## src/rtl/pipe_ctrl_pkg.sv

```systemverilog
// Shared encodings and helpers for the pipeline hazard/exception controller.
// Latency: n/a (types, constants and a pure function only).
// Backpressure: n/a.
package pipe_ctrl_pkg;

  // TUSE/TNEW encodings: cycles until an operand is needed or a result exists.
  localparam logic [1:0] T_0    = 2'd0;
  localparam logic [1:0] T_1    = 2'd1;
  localparam logic [1:0] T_2    = 2'd2;
  localparam logic [1:0] T_NONE = 2'd3;  // TUSE only: operand not read

  localparam int CNT_W = 4;

  typedef enum logic {
    MD_IDLE = 1'b0,
    MD_BUSY = 1'b1
  } md_state_e;

  // A source register is a hazard if an in-flight producer writes it and
  // the result will not be ready by the time ID needs it. r0 never hazards.
  function automatic logic src_hazard(
    input logic [4:0] src,
    input logic [1:0] tuse,
    input logic [4:0] ex_wa,
    input logic [1:0] ex_tnew,
    input logic [4:0] mem_wa,
    input logic [1:0] mem_tnew
  );
    logic ex_hit;
    logic mem_hit;
    ex_hit  = (src == ex_wa)  && (tuse < ex_tnew);
    mem_hit = (src == mem_wa) && (tuse < mem_tnew);
    return (src != 5'd0) && (ex_hit || mem_hit);
  endfunction

endpackage

```

## src/rtl/pipe_ctrl_if.sv

```systemverilog
// Bundle of pipeline status inputs and control outputs for pipe_ctrl.
// Latency: n/a (wiring only).
// Backpressure: stall is the only hold-off; it is produced by the slave.
interface pipe_ctrl_if;
  logic [4:0] id_rs;
  logic [4:0] id_rt;
  logic [1:0] id_tuse_rs;
  logic [1:0] id_tuse_rt;
  logic [4:0] ex_wa;
  logic [4:0] mem_wa;
  logic [1:0] ex_tnew;
  logic [1:0] mem_tnew;
  logic       id_is_md;
  logic       ex_md_start;
  logic       ex_md_div;
  logic       id_eret;
  logic       ex_mtc0_epc;
  logic       mem_mtc0_epc;
  logic       int_req;
  logic       stall;
  logic       flush_id_ex;
  logic       req;
  logic       md_busy;

  // Pipeline side: drives status, consumes control.
  modport master (
    output id_rs, id_rt, id_tuse_rs, id_tuse_rt, ex_wa, mem_wa, ex_tnew,
           mem_tnew, id_is_md, ex_md_start, ex_md_div, id_eret, ex_mtc0_epc,
           mem_mtc0_epc, int_req,
    input  stall, flush_id_ex, req, md_busy
  );

  // Controller side.
  modport slave (
    input  id_rs, id_rt, id_tuse_rs, id_tuse_rt, ex_wa, mem_wa, ex_tnew,
           mem_tnew, id_is_md, ex_md_start, ex_md_div, id_eret, ex_mtc0_epc,
           mem_mtc0_epc, int_req,
    output stall, flush_id_ex, req, md_busy
  );
endinterface

```

## src/rtl/pipe_ctrl_md_sched.sv

```systemverilog
// Multiply/divide occupancy tracker: counts the busy cycles of a started op.
// Latency: busy rises one clock after an accepted start, lasts MULT_CYC/DIV_CYC.
// Backpressure: starts while busy or while killed are dropped, never queued.
module md_sched
  import pipe_ctrl_pkg::*;
#(
  parameter int MULT_CYC = 5,
  parameter int DIV_CYC  = 10
) (
  input  logic clk,
  input  logic reset,
  input  logic start,
  input  logic div,
  input  logic kill,
  output logic busy
);

  md_state_e         state_q, state_d;
  logic [CNT_W-1:0]  cnt_q, cnt_d;

  // State and counter registers; reset aborts any operation in flight.
  always_ff @(posedge clk) begin
    if (reset) begin
      state_q <= MD_IDLE;
      cnt_q   <= '0;
    end else begin
      state_q <= state_d;
      cnt_q   <= cnt_d;
    end
  end

  // Next state: a killed start belongs to a squashed instruction; once busy,
  // the op is committed so kill is not looked at.
  always_comb begin
    state_d = state_q;
    cnt_d   = cnt_q;
    unique case (state_q)
      MD_IDLE: begin
        if (start && !kill) begin
          cnt_d   = div ? CNT_W'(DIV_CYC) : CNT_W'(MULT_CYC);
          state_d = MD_BUSY;
        end
      end
      MD_BUSY: begin
        cnt_d = cnt_q - CNT_W'(1);
        if (cnt_q == CNT_W'(1)) begin
          state_d = MD_IDLE;
        end
      end
      default: begin
        state_d = MD_IDLE;
        cnt_d   = '0;
      end
    endcase
  end

  assign busy = (state_q == MD_BUSY);

endmodule

```

## src/rtl/pipe_ctrl.sv

```systemverilog
// Pipeline hazard and exception controller: stall/flush/redirect decisions.
// Latency: stall, flush_id_ex and req are combinational; md_busy is registered.
// Backpressure: stall holds IF/ID and PC; an exception redirect overrides it.
module pipe_ctrl
  import pipe_ctrl_pkg::*;
#(
  parameter int MULT_CYC = 5,
  parameter int DIV_CYC  = 10
) (
  input  logic          clk,
  input  logic          reset,
  pipe_ctrl_if.slave    pif
);

  logic rs_hz;
  logic rt_hz;
  logic md_hz;
  logic eret_hz;
  logic req_int;
  logic md_busy_int;

  md_sched #(
    .MULT_CYC (MULT_CYC),
    .DIV_CYC  (DIV_CYC)
  ) u_md_sched (
    .clk   (clk),
    .reset (reset),
    .start (pif.ex_md_start),
    .div   (pif.ex_md_div),
    .kill  (req_int),
    .busy  (md_busy_int)
  );

  // Hazard detection: operand readiness, MD unit occupancy, and eret reading
  // an EPC that an older mtc0 has not yet written.
  always_comb begin
    rs_hz   = src_hazard(pif.id_rs, pif.id_tuse_rs, pif.ex_wa, pif.ex_tnew,
                         pif.mem_wa, pif.mem_tnew);
    rt_hz   = src_hazard(pif.id_rt, pif.id_tuse_rt, pif.ex_wa, pif.ex_tnew,
                         pif.mem_wa, pif.mem_tnew);
    md_hz   = pif.id_is_md && (md_busy_int || pif.ex_md_start);
    eret_hz = pif.id_eret && (pif.ex_mtc0_epc || pif.mem_mtc0_epc);
  end

  // Output control: a redirect flushes everything anyway, so it wins over a
  // stall; reset silences all control outputs.
  always_comb begin
    req_int         = pif.int_req && !reset;
    pif.req         = req_int;
    pif.stall       = (rs_hz || rt_hz || md_hz || eret_hz) && !req_int && !reset;
    pif.flush_id_ex = pif.stall;
    pif.md_busy     = md_busy_int;
  end

endmodule

```

## src/flat_wrapper.sv

```systemverilog
// flat-port wrapper written by rule: the top's interface ports become plain ports
module pipe_ctrl_flat import pipe_ctrl_pkg::*;
#(
  parameter int MULT_CYC = 5,
  parameter int DIV_CYC  = 10
)
  (clk, reset, pif_id_rs, pif_id_rt, pif_id_tuse_rs, pif_id_tuse_rt, pif_ex_wa, pif_mem_wa, pif_ex_tnew, pif_mem_tnew, pif_id_is_md, pif_ex_md_start, pif_ex_md_div, pif_id_eret, pif_ex_mtc0_epc, pif_mem_mtc0_epc, pif_int_req, pif_stall, pif_flush_id_ex, pif_req, pif_md_busy);
  pipe_ctrl_if pif_i ();
  input  logic clk;
  input  logic reset;
  input wire logic [$bits(pif_i.id_rs)-1:0] pif_id_rs;
  input wire logic [$bits(pif_i.id_rt)-1:0] pif_id_rt;
  input wire logic [$bits(pif_i.id_tuse_rs)-1:0] pif_id_tuse_rs;
  input wire logic [$bits(pif_i.id_tuse_rt)-1:0] pif_id_tuse_rt;
  input wire logic [$bits(pif_i.ex_wa)-1:0] pif_ex_wa;
  input wire logic [$bits(pif_i.mem_wa)-1:0] pif_mem_wa;
  input wire logic [$bits(pif_i.ex_tnew)-1:0] pif_ex_tnew;
  input wire logic [$bits(pif_i.mem_tnew)-1:0] pif_mem_tnew;
  input wire logic [$bits(pif_i.id_is_md)-1:0] pif_id_is_md;
  input wire logic [$bits(pif_i.ex_md_start)-1:0] pif_ex_md_start;
  input wire logic [$bits(pif_i.ex_md_div)-1:0] pif_ex_md_div;
  input wire logic [$bits(pif_i.id_eret)-1:0] pif_id_eret;
  input wire logic [$bits(pif_i.ex_mtc0_epc)-1:0] pif_ex_mtc0_epc;
  input wire logic [$bits(pif_i.mem_mtc0_epc)-1:0] pif_mem_mtc0_epc;
  input wire logic [$bits(pif_i.int_req)-1:0] pif_int_req;
  output wire logic [$bits(pif_i.stall)-1:0] pif_stall;
  output wire logic [$bits(pif_i.flush_id_ex)-1:0] pif_flush_id_ex;
  output wire logic [$bits(pif_i.req)-1:0] pif_req;
  output wire logic [$bits(pif_i.md_busy)-1:0] pif_md_busy;
  assign pif_i.id_rs = pif_id_rs;
  assign pif_i.id_rt = pif_id_rt;
  assign pif_i.id_tuse_rs = pif_id_tuse_rs;
  assign pif_i.id_tuse_rt = pif_id_tuse_rt;
  assign pif_i.ex_wa = pif_ex_wa;
  assign pif_i.mem_wa = pif_mem_wa;
  assign pif_i.ex_tnew = pif_ex_tnew;
  assign pif_i.mem_tnew = pif_mem_tnew;
  assign pif_i.id_is_md = pif_id_is_md;
  assign pif_i.ex_md_start = pif_ex_md_start;
  assign pif_i.ex_md_div = pif_ex_md_div;
  assign pif_i.id_eret = pif_id_eret;
  assign pif_i.ex_mtc0_epc = pif_ex_mtc0_epc;
  assign pif_i.mem_mtc0_epc = pif_mem_mtc0_epc;
  assign pif_i.int_req = pif_int_req;
  assign pif_stall = pif_i.stall;
  assign pif_flush_id_ex = pif_i.flush_id_ex;
  assign pif_req = pif_i.req;
  assign pif_md_busy = pif_i.md_busy;
  pipe_ctrl #(.MULT_CYC(MULT_CYC), .DIV_CYC(DIV_CYC)) u_core (.clk(clk), .reset(reset), .pif(pif_i));
endmodule
```

## config.mk

```make
export PLATFORM = sky130hd
export DESIGN_NAME = pipe_ctrl_flat
export DESIGN_NICKNAME = d
export VERILOG_FILES = /design/src/rtl/pipe_ctrl_pkg.sv /design/src/rtl/pipe_ctrl_if.sv /design/src/rtl/pipe_ctrl_md_sched.sv /design/src/rtl/pipe_ctrl.sv /design/src/flat_wrapper.sv
export SDC_FILE = /design/constraint.sdc
export NUM_CORES = 1
export LEC_CHECK = 0
export BUFFER_PORTS_ARGS = -buffer_cell sky130_fd_sc_hd__buf_4
export CAP_MARGIN = 25
export CORE_MARGIN = 2
export CORE_UTILIZATION = 43
export CTS_CLUSTER_DIAMETER = 80
export DETAILED_ROUTE_END_ITERATION = 12
export PLACE_DENSITY = 0.79
export SETUP_SLACK_MARGIN = 0.02
export SLEW_MARGIN = 10
export SYNTH_ARGS = -nofsm -noshare
export SYNTH_HDL_FRONTEND = slang
export SYNTH_HIERARCHICAL = 1
export SYNTH_SLANG_ARGS = --single-unit
```

## constraint.sdc

```tcl
create_clock -name clk -period 1.7 [get_ports clk]
set_input_delay 0.17 -clock clk [delete_from_list [all_inputs] [get_ports clk]]
set_output_delay 0.17 -clock clk [all_outputs]
set_load 0.1 [all_outputs]
```

==> metrics.md, run 1 <==
| Metric | Value |
|---|---|
| Outcome | `complete, but fails checks` |
| Failing checks | `setup timing` |
| Post-Route WL | `between 2000 and 2500 µm` |
| Vias per cell | `5.363` |
| Hold Fails Final Rpt | `0` |
| Max-Cap Viols | `0` |
| Sequential fraction of the synthesis area | `14.18%` |
| Int Power | `0.0003982 W` |
| Slew Limit Headroom | `~76%` |
| Synth Net Count | `approximately 120` |
| Die ar. | `approximately 2000 µm²` |
| Clock network fraction of design power | `22.0%` |
| Psw | `roughly 0.00025 W` |
| Area grow syn2layout | `82.09%` |
| Hold WC Path Type | `in2reg` |
| Nets | `about 170` |
| Multi-input logic area | `slightly below 700 µm²` |
| Core Box Area | `~1500 µm²` |
| Initial antenna violation count | `0` |
| Yosys warnings | `6` |
| CP Class | `in2out` |
| Min cycle time layout | `around 1.8 ns` |
| Worst-path fanout max | `2` |
| Actual slew at the worst max-slew pin | `0.3585 ns` |
| CTS H-Tree Depth | `1` |
| DP Worst Slack | `-0.2424 ns` |
| CTS Hold Bufs | `0` |
| Maximum root-to-sink buffer count | `2` |
| Mapped cell area | `~710 µm²` |
| Worst path top cell family by delay | `compound AO/OA/AOI/OAI gates` |
| Via count | `783` |
| Register area | `about 100 µm²` |
| Register share of total power | `around 23%` |
| CTS sink count | `5` |
| Slowest stage delay, CP | `roughly 0.38 ns` |
| Final setup fails | `2` |
| Post-synth EDFFs | `0` |
| Tot GR Track Use | `a little under a quarter` |
| DP Wirelength | `around 1700 µm` |
| Die Wd | `between 40 and 50 µm` |
| Sw frac | `a little under two fifths` |
| GPL Wtd Cong | `~0.87` |
| Reg clk slew, reported paths | `roughly 0.050 ns` |
| Post-CTS Repair Setup Buffers | `0` |
| DR WL/cell | `14.60 µm` |
| Overall Power | `0.0006434 W` |
| Row count | `14` |
| Crit path launch type | `input pin` |
| First-pass GRT wire length | `approximately 3300 µm` |
| Leak | `around 0.52 nW` |
| Max frequency | `0.5435 GHz` |
| Drt pass-1 iters | `4` |
| Worst EP arrival | `around 1.7 ns` |
| Netlist cell types | `30` |
| Die height | `44.51 µm` |
| Pin count of the biggest net entering global routing | `13` |
| Most frequent cells in the layout | `buf_4, xnor2_1, xor2_1` |
| Comb power frac | `between 50% and 60%` |
| CTS Buf Count | `3` |
| Number of routed nets with antenna violations | `0` |
| Synth Register Bits | `5` |
| Drt drc | `0` |
| Final Max Slew Viols | `0` |
| Clk_skew | `0.01040 ns` |
| Starting Density | `46.31%` |
| Crit-path slowest cell | `a311oi_4` |
| Total grt overflow | `0` |
| Post-Syn Area per Cell | `about 9 µm²` |
| # diodes | `0` |
| Fillers | `85` |
| Primary FF master, synth | `dfxtp_1` |
| Critical path cell sequence | `buf_4 -> ha_1 -> a2111oi_4 -> o22ai_2 -> a311oi_4 -> buf_12` |
| Final period utilization | `108.2%` |
| Final worst slack | `-0.1398 ns` |
| WP data required | `about 1.5 ns` |
| Port Buf Inserts | `40` |
| DR iter-0 viols | `9` |
| CTS root buffer | `clkbuf_4` |
| Most common cell after layout, fill and taps aside | `buf_4` |
| Fraction of registers with async set/reset | `0%` |
| Clock Latency Late Sink | `0.25 ns` |
| Worst Setup End Kind | `output pin` |
| Unrepaired setup endpoints after global routing | `yes` |
| Power Density | `about 500 nW/µm²` |
| CTS tree | `yes` |
| Worst vdd ir | `0.6708 mV` |
| Layout cell share with drive strength beyond 1 | `roughly 53%` |
| I/O pins | `41` |
| Vias in the first global route | `just over 700` |
| Post-synthesis instance total | `80` |
| Worst path buffer plus inverter count | `2` |
-- power by group through the flow --
| stage | clock (W) | sequential, W | combinational [W] |
|---|---|---|---|
| final | 0.000142 | 0.000147 | 0.000355 |
| after global placement | 0 | 0.000148 | 0.000317 |
| after floorplan | 0 | 0.000157 | 0.000184 |
| after global routing | 0.000154 | 0.000149 | 0.000379 |
| after detailed placement | 0 | 0.000149 | 0.000325 |
| after CTS | 0.000145 | 0.000146 | 0.000343 |
-- worst paths after layout --
kind,start,slack (ns),to,depth (start not counted)
setup / recovery,pif_id_tuse_rt[1],-0.14,pif_stall,6
hold / removal,reset,0.17,u_core/u_md_sched/cnt_q[3],2
setup reg to reg,u_core/u_md_sched/cnt_q[0],0.62,u_core/u_md_sched/cnt_q[1],3
hold reg to reg,u_core/u_md_sched/cnt_q[3],0.53,u_core/u_md_sched/cnt_q[3],2
-- timing repair --
item / CTS / global route
hold endpoints to repair: 0 / 0
setup endpoints to repair: 2 / 2
pin swaps: 8 / 2
gates resized for setup: 13 / 4
-- layout make-up --
class	instances	area share (%)
Clock buffer	3	1.753
Timing Repair Buffer	48	31.45
Clock inverter	1	0.3895
Tap cell	16	1.558
Sequential cell	5	8.082
Inverter	6	3.116
Multi-Input combinational cell	67	53.65
-- per-stage QoR --
stage	instances	area (µm²)	hold slack [ns]	util, %	TNS [ns]
CTS	146	1255	0.1708	82.35	-0.4124
global route	146	1285	0.1644	84.32	-0.4127
detailed placement	142	1171	0.4362	76.85	-0.4842
global placement	142	1171	0.4265	76.85	-0.3979
finish	146	1285	0.1739	84.32	-0.2795
floorplan	80	822.0	0.2330	-	-1.160
-- synth_stat cells, drive strengths merged (3+ instances only) --
cell / count / area (µm²)
xnor2: 14 / 122.6
xor2: 6 / 52.55
a211oi: 3 / 22.52
inv: 6 / 22.52
dfxtp: 5 / 100.1
a31oi: 3 / 18.77
nand3b: 4 / 30.03
nand4: 4 / 25.02
a2111oi: 3 / 38.79
ha: 6 / 75.07
o21ai: 4 / 20.02
nand2b: 4 / 35.03
-- registers in the layout (all words and copies together), names as in the netlist --
name and flops:
u_core/u_md_sched/cnt_q 4, u_core/u_md_sched/busy 1
-- cells by family after synthesis --
| logic type | count (synthesis) | synth area share (%) |
|---|---|---|
| AOI/OAI and AO/OA | 18 | 20.04 |
| xor gates and xnor gates | 20 | 24.82 |
| adders and majority gates | 6 | 10.64 |
| buffers and inverters | 8 | 5.851 |
| DFF | 5 | 14.18 |
| and+or+nand+nor | 23 | 24.47 |
-- routing by layer --
| metal | vias to the layer above | track usage (%) | wire (µm) |
|---|---|---|---|
| met4 | 0 | 0 | 0 |
| met5 | - | 0 | 0 |
| met3 | 0 | 7.347 | 168 |
| li1 | 401 | - | - |
| met1 | 345 | 29.34 | 868 |
| met2 | 37 | 41.74 | 1094 |
(Power assumes the default switching activity.)
==> inputs of run 2 (changes only) <==
--- a/config.mk
+++ b/config.mk
@@ -8,10 +8,11 @@
 export BUFFER_PORTS_ARGS = -buffer_cell sky130_fd_sc_hd__buf_4
 export CAP_MARGIN = 25
 export CORE_MARGIN = 2
-export CORE_UTILIZATION = 43
+export CORE_UTILIZATION = 45
+export CTS_BUF_LIST = sky130_fd_sc_hd__clkbuf_8
 export CTS_CLUSTER_DIAMETER = 80
 export DETAILED_ROUTE_END_ITERATION = 12
-export PLACE_DENSITY = 0.79
+export PLACE_DENSITY = 0.82
 export SETUP_SLACK_MARGIN = 0.02
 export SLEW_MARGIN = 10
 export SYNTH_ARGS = -nofsm -noshare
==> run 2 against run 1 <==
Effect of this change:
- the flow still finishes with violations (setup timing)
- non-clock buffer count is 2 lower
- via count shrank 0.26%
- clock power rose by 45%
- global-route usage fell by 0.90 points
- final area down 5.9%
- worst hold slack better by 0.034 ns
- setup slack worse by 0.079 ns
- critical endpoint unchanged
- largest cell class unchanged
==> metrics.md, run 2 (same netlist as run 1, synthesis figures left out) <==
| Metric | Value |
|---|---|
| Die height | `43.60 µm (was 44.51 µm)` |
| CTS root buffer | `clkbuf_8 (was clkbuf_4)` |
| Failing checks | `setup timing (unchanged)` |
| Die ar. | `1901 µm² (was 1981 µm²)` |
| Actual slew at the worst max-slew pin | `0.3124 ns (was 0.3585 ns)` |
| Power Density | `561.0 nW/µm² (was 500.7 nW/µm²)` |
| Maximum root-to-sink buffer count | `2 (unchanged)` |
| Post-Route WL | `1945 µm (was 2132 µm)` |
| Crit path launch type | `input pin (unchanged)` |
| Via count | `781 (was 783)` |
| Tot GR Track Use | `22.62% (was 23.52%)` |
| Slew Limit Headroom | `79.12% (was 76.20%)` |
| Register share of total power | `22.0% (was 22.8%)` |
| Drt pass-1 iters | `4 (unchanged)` |
| I/O pins | `41 (unchanged)` |
| Number of routed nets with antenna violations | `0 (unchanged)` |
| Outcome | `complete, but fails checks (unchanged)` |
| Final period utilization | `112.9% (was 108.2%)` |
| Sum Neg Setup Slack | `-0.4364 ns (was -0.2795 ns)` |
| Int Power | `0.0004480 W (was 0.0003982 W)` |
| GPL Wtd Cong | `0.8795 (was 0.8690)` |
| Row count | `14 (unchanged)` |
| Worst EP arrival | `1.75 ns (was 1.67 ns)` |
| # diodes | `0 (unchanged)` |
| CTS Buf Count | `3 (unchanged)` |
| Core Box Area | `1489 µm² (was 1524 µm²)` |
| Pin count of the biggest net entering global routing | `13 (unchanged)` |
| Worst r2r src | `u_core/u_md_sched/cnt_q[0] (unchanged)` |
| Vias in the first global route | `796 (was 722)` |
| Most frequent cells in the layout | `buf_4, xnor2_1, xor2_1 (unchanged)` |
| Design area | `1209 µm² (was 1285 µm²)` |
| WHS Path Cells | `2 (unchanged)` |
| CTS tree | `yes (unchanged)` |
| CTS sink count | `5 (unchanged)` |
| Area grow syn2layout | `71.28% (was 82.09%)` |
| Initial antenna violation count | `0 (unchanged)` |
| Starting Density | `47.39% (was 46.31%)` |
| Final setup fails | `2 (unchanged)` |
| Unrepaired setup endpoints after global routing | `yes (unchanged)` |
| CP Class | `in2out (unchanged)` |
| Min cycle time layout | `1.919 ns (was 1.840 ns)` |
| Hold WC Path Type | `in2reg (unchanged)` |
| Layout cell share with drive strength beyond 1 | `48.44% (was 53.08%)` |
| Drt drc | `0 (unchanged)` |
| Min-Delay Endpoint | `u_core/u_md_sched/cnt_q[3] (unchanged)` |
| Final worst slack | `-0.2193 ns (was -0.1398 ns)` |
| Most flop-heavy register | `u_core/u_md_sched/cnt_q (unchanged)` |
| WP data required | `1.53 ns (about the same)` |
| Clock network fraction of design power | `30.4% (was 22.0%)` |
| Max reg flops | `4 (unchanged)` |
| Hold_sp | `reset (unchanged)` |
| Clk_skew | `0.0005688 ns (was 0.01040 ns)` |
| Worst-path fanout max | `2 (unchanged)` |
| Clock Latency Late Sink | `0.22 ns (was 0.25 ns)` |
| Comb power frac | `47.6% (was 55.2%)` |
| DR iter-0 viols | `14 (was 9)` |
| Max frequency | `0.5210 GHz (was 0.5435 GHz)` |
| Vias per cell | `5.424 (was 5.363)` |
| Die Wd | `43.60 µm (was 44.51 µm)` |
| R2R Path End | `u_core/u_md_sched/cnt_q[2] (was u_core/u_md_sched/cnt_q[1])` |
| CTS H-Tree Depth | `1 (unchanged)` |
| Worst Setup End Kind | `output pin (unchanged)` |
| Register area | `103.9 µm² (unchanged)` |
| R2R cell count | `4 (was 3)` |
| Post-CTS Repair Setup Buffers | `0 (unchanged)` |
| First-pass GRT wire length | `3243 µm (was 3339 µm)` |
| Hold Fails Final Rpt | `0 (unchanged)` |
| Total grt overflow | `0 (unchanged)` |
| DP Wirelength | `1725 µm (was 1695 µm)` |
| Sw frac | `33.93% (was 38.11%)` |
| Max-Cap Viols | `0 (unchanged)` |
| Leak | `0.4972 nW (was 0.5243 nW)` |
| Worst vdd ir | `0.7168 mV (was 0.6708 mV)` |
| DP Worst Slack | `-0.2847 ns (was -0.2424 ns)` |
| Psw | `0.0002301 W (was 0.0002452 W)` |
| Final Max Slew Viols | `0 (unchanged)` |
| Multi-input logic area | `646.9 µm² (was 689.4 µm²)` |
| Reg-to-reg slack, setup | `0.64 ns (was 0.62 ns)` |
| Placed Area | `1156 µm² (was 1171 µm²)` |
| Port Buf Inserts | `40 (unchanged)` |
| Most common cell after layout, fill and taps aside | `buf_4 (unchanged)` |
| DR WL/cell | `13.51 µm (was 14.60 µm)` |
| Nets | `172 (was 174)` |
| Fillers | `104 (was 85)` |
| Reg clk slew, reported paths | `0.03 ns (was 0.05 ns)` |
==> run 2: cell types whose count changed in the layout (fill, tap and decap cells not counted), sizes merged <==
cell and delta:
buf -2, clkinv -1, inv +1
==> run 2: layout make-up <==
class	count	share of cell area [%]
Sequential cell	5	8.592
Inverter	6	3.313
Clock buffer	3	3.416
Timing Repair Buffer	46	29.19
Multi-Input combinational cell	67	53.52
Clock inverter	1	0.3106
Tap cell	16	1.656
==> run 2: worst max path at each step <==
stage | startpoint | endpoint | slack (ns) | cells past startpoint
global placement | pif_id_tuse_rt[1] | pif_flush_id_ex | -0.20 | 6
global route | pif_mem_tnew[1] | pif_stall | -0.28 | 8
detailed placement | pif_mem_tnew[1] | pif_stall | -0.28 | 8
CTS | pif_mem_tnew[1] | pif_stall | -0.25 | 8
finish | pif_mem_tnew[1] | pif_stall | -0.22 | 8
floorplan | pif_ex_tnew[1] | pif_stall | -0.72 | 7
==> run 2: timing repair <==
action / in CTS / in global routing
hold buffers: 0 / 0
gates cloned: 0 / 0
resized for setup: 2 / 0
setup endpoints to repair: 2 / 2
==> run 2: metrics by stage <==
| step | total power [W] | util (%) | hold WS [ns] | instances |
|---|---|---|---|---|
| global placement | 0.0004629 | 77.65 | 0.4267 | 140 |
| CTS | 0.0006855 | 81.18 | 0.2044 | 144 |
| global route | 0.0007181 | 81.18 | 0.2166 | 144 |
| detailed placement | 0.0004700 | 77.65 | 0.4314 | 140 |
| finish | 0.0006781 | 81.18 | 0.2077 | 144 |
| floorplan | 0.0003415 | - | 0.2330 | 80 |
==> run 2: power by group through the flow <==
stage | Sequential, W | Clock [W] | Combinational, W
after floorplan | 0.000157 | 0 | 0.000184
after global placement | 0.000148 | 0 | 0.000315
after detailed placement | 0.000149 | 0 | 0.000321
after CTS | 0.000148 | 0.000213 | 0.000324
after global routing | 0.000151 | 0.000220 | 0.000347
final | 0.000149 | 0.000206 | 0.000323
==> run 2: routing by layer <==
layer / track usage (%) / wire [µm] / vias to the layer above
met2: 39.41 / 973 / 35
li1: - / - / 395
met4: 3.636 / 0 / 0
met5: 0 / 0 / -
met1: 28.54 / 853 / 351
met3: 5.417 / 117 / 0
==> run 2: critical path: stages <==
cell	delay, ns
buf_4	0.12
inv_6	0.05
ha_4	0.20
a2111oi_4	0.33
nand4_1	0.17
o2bb2ai_2	0.17
a311oi_4	0.26
buf_6	0.27
==> inputs of run 3 (changes only) <==
--- a/config.mk
+++ b/config.mk
@@ -13,7 +13,7 @@
 export CTS_CLUSTER_DIAMETER = 80
 export DETAILED_ROUTE_END_ITERATION = 12
 export PLACE_DENSITY = 0.82
-export SETUP_SLACK_MARGIN = 0.02
+export SETUP_SLACK_MARGIN = 0.5
 export SLEW_MARGIN = 10
 export SYNTH_ARGS = -nofsm -noshare
 export SYNTH_HDL_FRONTEND = slang
==> constraint.sdc (replaced) <==
create_clock -name clk -period 1.7 [get_ports clk]
set_input_delay 0.17 -clock clk [delete_from_list [all_inputs] [get_ports clk]]
set_output_delay 0.17 -clock clk [all_outputs]
set_load 0.02 [all_outputs]
==> run 3 against run 2 <==
Effect of this change:
- critical endpoint is now pif_flush_id_ex
- first-iteration DRC count is 21% higher
- non-clock buffer count is 3 lower
- the run now ends clean
- routed wire length up 8.8%
- largest power group unchanged
- critical path depth decreased by 1
- clock-buffer cell count stayed put
==> metrics.md, run 3 (same netlist as run 1, synthesis figures left out) <==
| Metric | Value |
|---|---|
| Die ar. | `1901 µm² (unchanged)` |
| Met2 wire len | `1082 µm (was 973 µm)` |
| Via count | `793 (was 781)` |
| Placed Area | `1109 µm² (was 1156 µm²)` |
| Unrepaired setup endpoints after global routing | `yes (unchanged)` |
| Drt pass-1 iters | `4 (unchanged)` |
| Tot GR Track Use | `24.38% (was 22.62%)` |
| Post-Route WL | `2116 µm (was 1945 µm)` |
| Total grt overflow | `0 (unchanged)` |
| Slowest stage delay, CP | `0.32 ns (was 0.33 ns)` |
| WHS Path Cells | `2 (unchanged)` |
| Die height | `43.60 µm (unchanged)` |
| Hold Fails Final Rpt | `0 (unchanged)` |
| Slew Limit Headroom | `78.56% (was 79.12%)` |
| Initial antenna violation count | `0 (unchanged)` |
| Worst-path fanout max | `2 (unchanged)` |
| Final Max Slew Viols | `0 (unchanged)` |
| Crit path launch type | `input pin (unchanged)` |
| Crit-path slowest cell | `a2111oi_4 (unchanged)` |
| CTS sink count | `5 (unchanged)` |
| Drt drc | `0 (unchanged)` |
| Post-placement cell count | `137 (was 140)` |
| Worst vdd ir | `0.6421 mV (was 0.7168 mV)` |
| Min cycle time layout | `1.685 ns (was 1.919 ns)` |
| Layout cell share with drive strength beyond 1 | `49.60% (was 48.44%)` |
| CTS root buffer | `clkbuf_8 (unchanged)` |
| Worst EP arrival | `1.51 ns (was 1.75 ns)` |
| Critical Path Stages | `7 (was 8)` |
| Final setup fails | `0 (was 2)` |
| Vias per cell | `5.624 (was 5.424)` |
| Clock Latency Late Sink | `0.22 ns (about the same)` |
| Design area | `1231 µm² (was 1209 µm²)` |
| CP most frequent cell | `buf_4` |
| Most common cell after layout, fill and taps aside | `buf_4 (unchanged)` |
| Pin count of the biggest net entering global routing | `12 (was 13)` |
| First-pass GRT wire length | `3422 µm (was 3243 µm)` |
| I/O pins | `41 (unchanged)` |
| Final period utilization | `99.11% (was 112.9%)` |
| Core Box Area | `1489 µm² (unchanged)` |
| Nets | `169 (was 172)` |
| Die Wd | `43.60 µm (unchanged)` |
| Non-Filler Instances | `141 (was 144)` |
| Reg clk slew, reported paths | `0.04 ns (was 0.03 ns)` |
| CTS Hold Bufs | `0 (unchanged)` |
| Area grow syn2layout | `74.47% (was 71.28%)` |
| CTS Buf Count | `3 (unchanged)` |
| Worst path top cell family by delay | `compound AO/OA/AOI/OAI gates (unchanged)` |
| Max frequency | `0.5935 GHz (was 0.5210 GHz)` |
| Outcome | `finished, final reports clean (was complete, but fails checks)` |
| Vias in the first global route | `802 (was 796)` |
| Leak | `0.5002 nW (was 0.4972 nW)` |
| WP data required | `1.53 ns (about the same)` |
| Port Buf Inserts | `40 (unchanged)` |
| DP Worst Slack | `-0.1326 ns (was -0.2847 ns)` |
| CP Class | `in2out (unchanged)` |
| DP Wirelength | `1703 µm (was 1725 µm)` |
| # diodes | `0 (unchanged)` |
| DR top layer | `met4 (was met3)` |
| Overall Power | `0.0006680 W (was 0.0006781 W)` |
| DR WL/cell | `15.01 µm (was 13.51 µm)` |
| Clk_skew | `0.0006362 ns (was 0.0005688 ns)` |
| Post-CTS Repair Setup Buffers | `0 (unchanged)` |
| Maximum root-to-sink buffer count | `2 (unchanged)` |
| Starting Density | `47.39% (unchanged)` |
| Actual slew at the worst max-slew pin | `0.3171 ns (was 0.3124 ns)` |
| Final worst slack | `0.01520 ns (was -0.2193 ns)` |
| WL met3 | `141 µm (was 117 µm)` |
| Row count | `14 (unchanged)` |
| WL met1 | `881 µm (was 853 µm)` |
| Max-Cap Viols | `0 (unchanged)` |
| Worst Setup End Kind | `output pin (unchanged)` |
| GPL Wtd Cong | `0.8185 (was 0.8795)` |
| Most frequent cells in the layout | `buf_4, xnor2_1, inv_1, xor2_1, dfxtp_1 (was buf_4, xnor2_1, xor2_1)` |
| CTS H-Tree Depth | `1 (unchanged)` |
| Most flop-heavy register | `u_core/u_md_sched/cnt_q (unchanged)` |
| Max reg flops | `4 (unchanged)` |
| Hold WC Path Type | `in2reg (unchanged)` |
| Worst path buffer plus inverter count | `2 (was 3)` |
| CTS tree | `yes (unchanged)` |
| DR iter-0 viols | `17 (was 14)` |
| Critical path cell sequence | `buf_4 -> xor2_1 -> a2111oi_4 -> nand4_1 -> o2bb2ai_2 -> a311oi_2 -> buf_4 (was buf_4 -> inv_6 -> ha_4 -> a2111oi_4 -> nand4_1 -> o2bb2ai_2 -> a311oi_4 -> buf_6)` |
| Number of routed nets with antenna violations | `0 (unchanged)` |
| R2R cell count | `4 (unchanged)` |
| Power Density | `542.6 nW/µm² (was 561.0 nW/µm²)` |
run 3: final timing paths:
path | start | endpoint | slack, ns
worst max-delay path | pif_id_rs[0] | pif_flush_id_ex | 0.02
worst min-delay path | reset | u_core/u_md_sched/cnt_q[3] | 0.18
worst max register to register | u_core/u_md_sched/busy | u_core/u_md_sched/busy | 0.54
worst min register to register | u_core/u_md_sched/cnt_q[3] | u_core/u_md_sched/cnt_q[3] | 0.57
run 3: metrics by stage:
step	hold WS, ns	utilization, %	TNS (ns)
6_report	0.1758	82.69	0
5_1_grt	0.1722	82.69	-0.1137
4_1_cts	0.1674	80.92	-0.09083
3_5_place_dp	0.4018	74.45	-0.2640
3_3_place_gp	0.3994	74.45	-0.1187
2_1_floorplan	0.2394	-	-0.1044
run 3: where the power goes:
group / internal, W / switching [W] / total, W
registers: 0.000131 / 0.0000122 / 0.000143
logic: 0.000168 / 0.000137 / 0.000305
clock network: 0.000155 / 0.0000641 / 0.000219
run 3: area by class of cell:
class	instances	area, µm²
Sequential cell	5	100.1
Inverter	6	42.54
Tap cell	16	20.02
Clock buffer	3	41.29
Timing Repair Buffer	43	349.1
Clock inverter	1	3.754
Fill cell	94	257.7
Multi-Input combinational cell	67	674.4
run 3: routing by layer:
| metal | GRT usage, % | up-vias |
|---|---|---|
| met5 | 0 | - |
| met4 | 1.818 | 0 |
| met3 | 7.500 | 2 |
| li1 | - | 387 |
| met2 | 42.35 | 33 |
| met1 | 30.79 | 371 |
run 3: timing repair:
action	CTS	global route
pin swaps	9	4
gates cloned	0	0
endpoints found under the setup margin	2	3
gates resized for setup	12	3
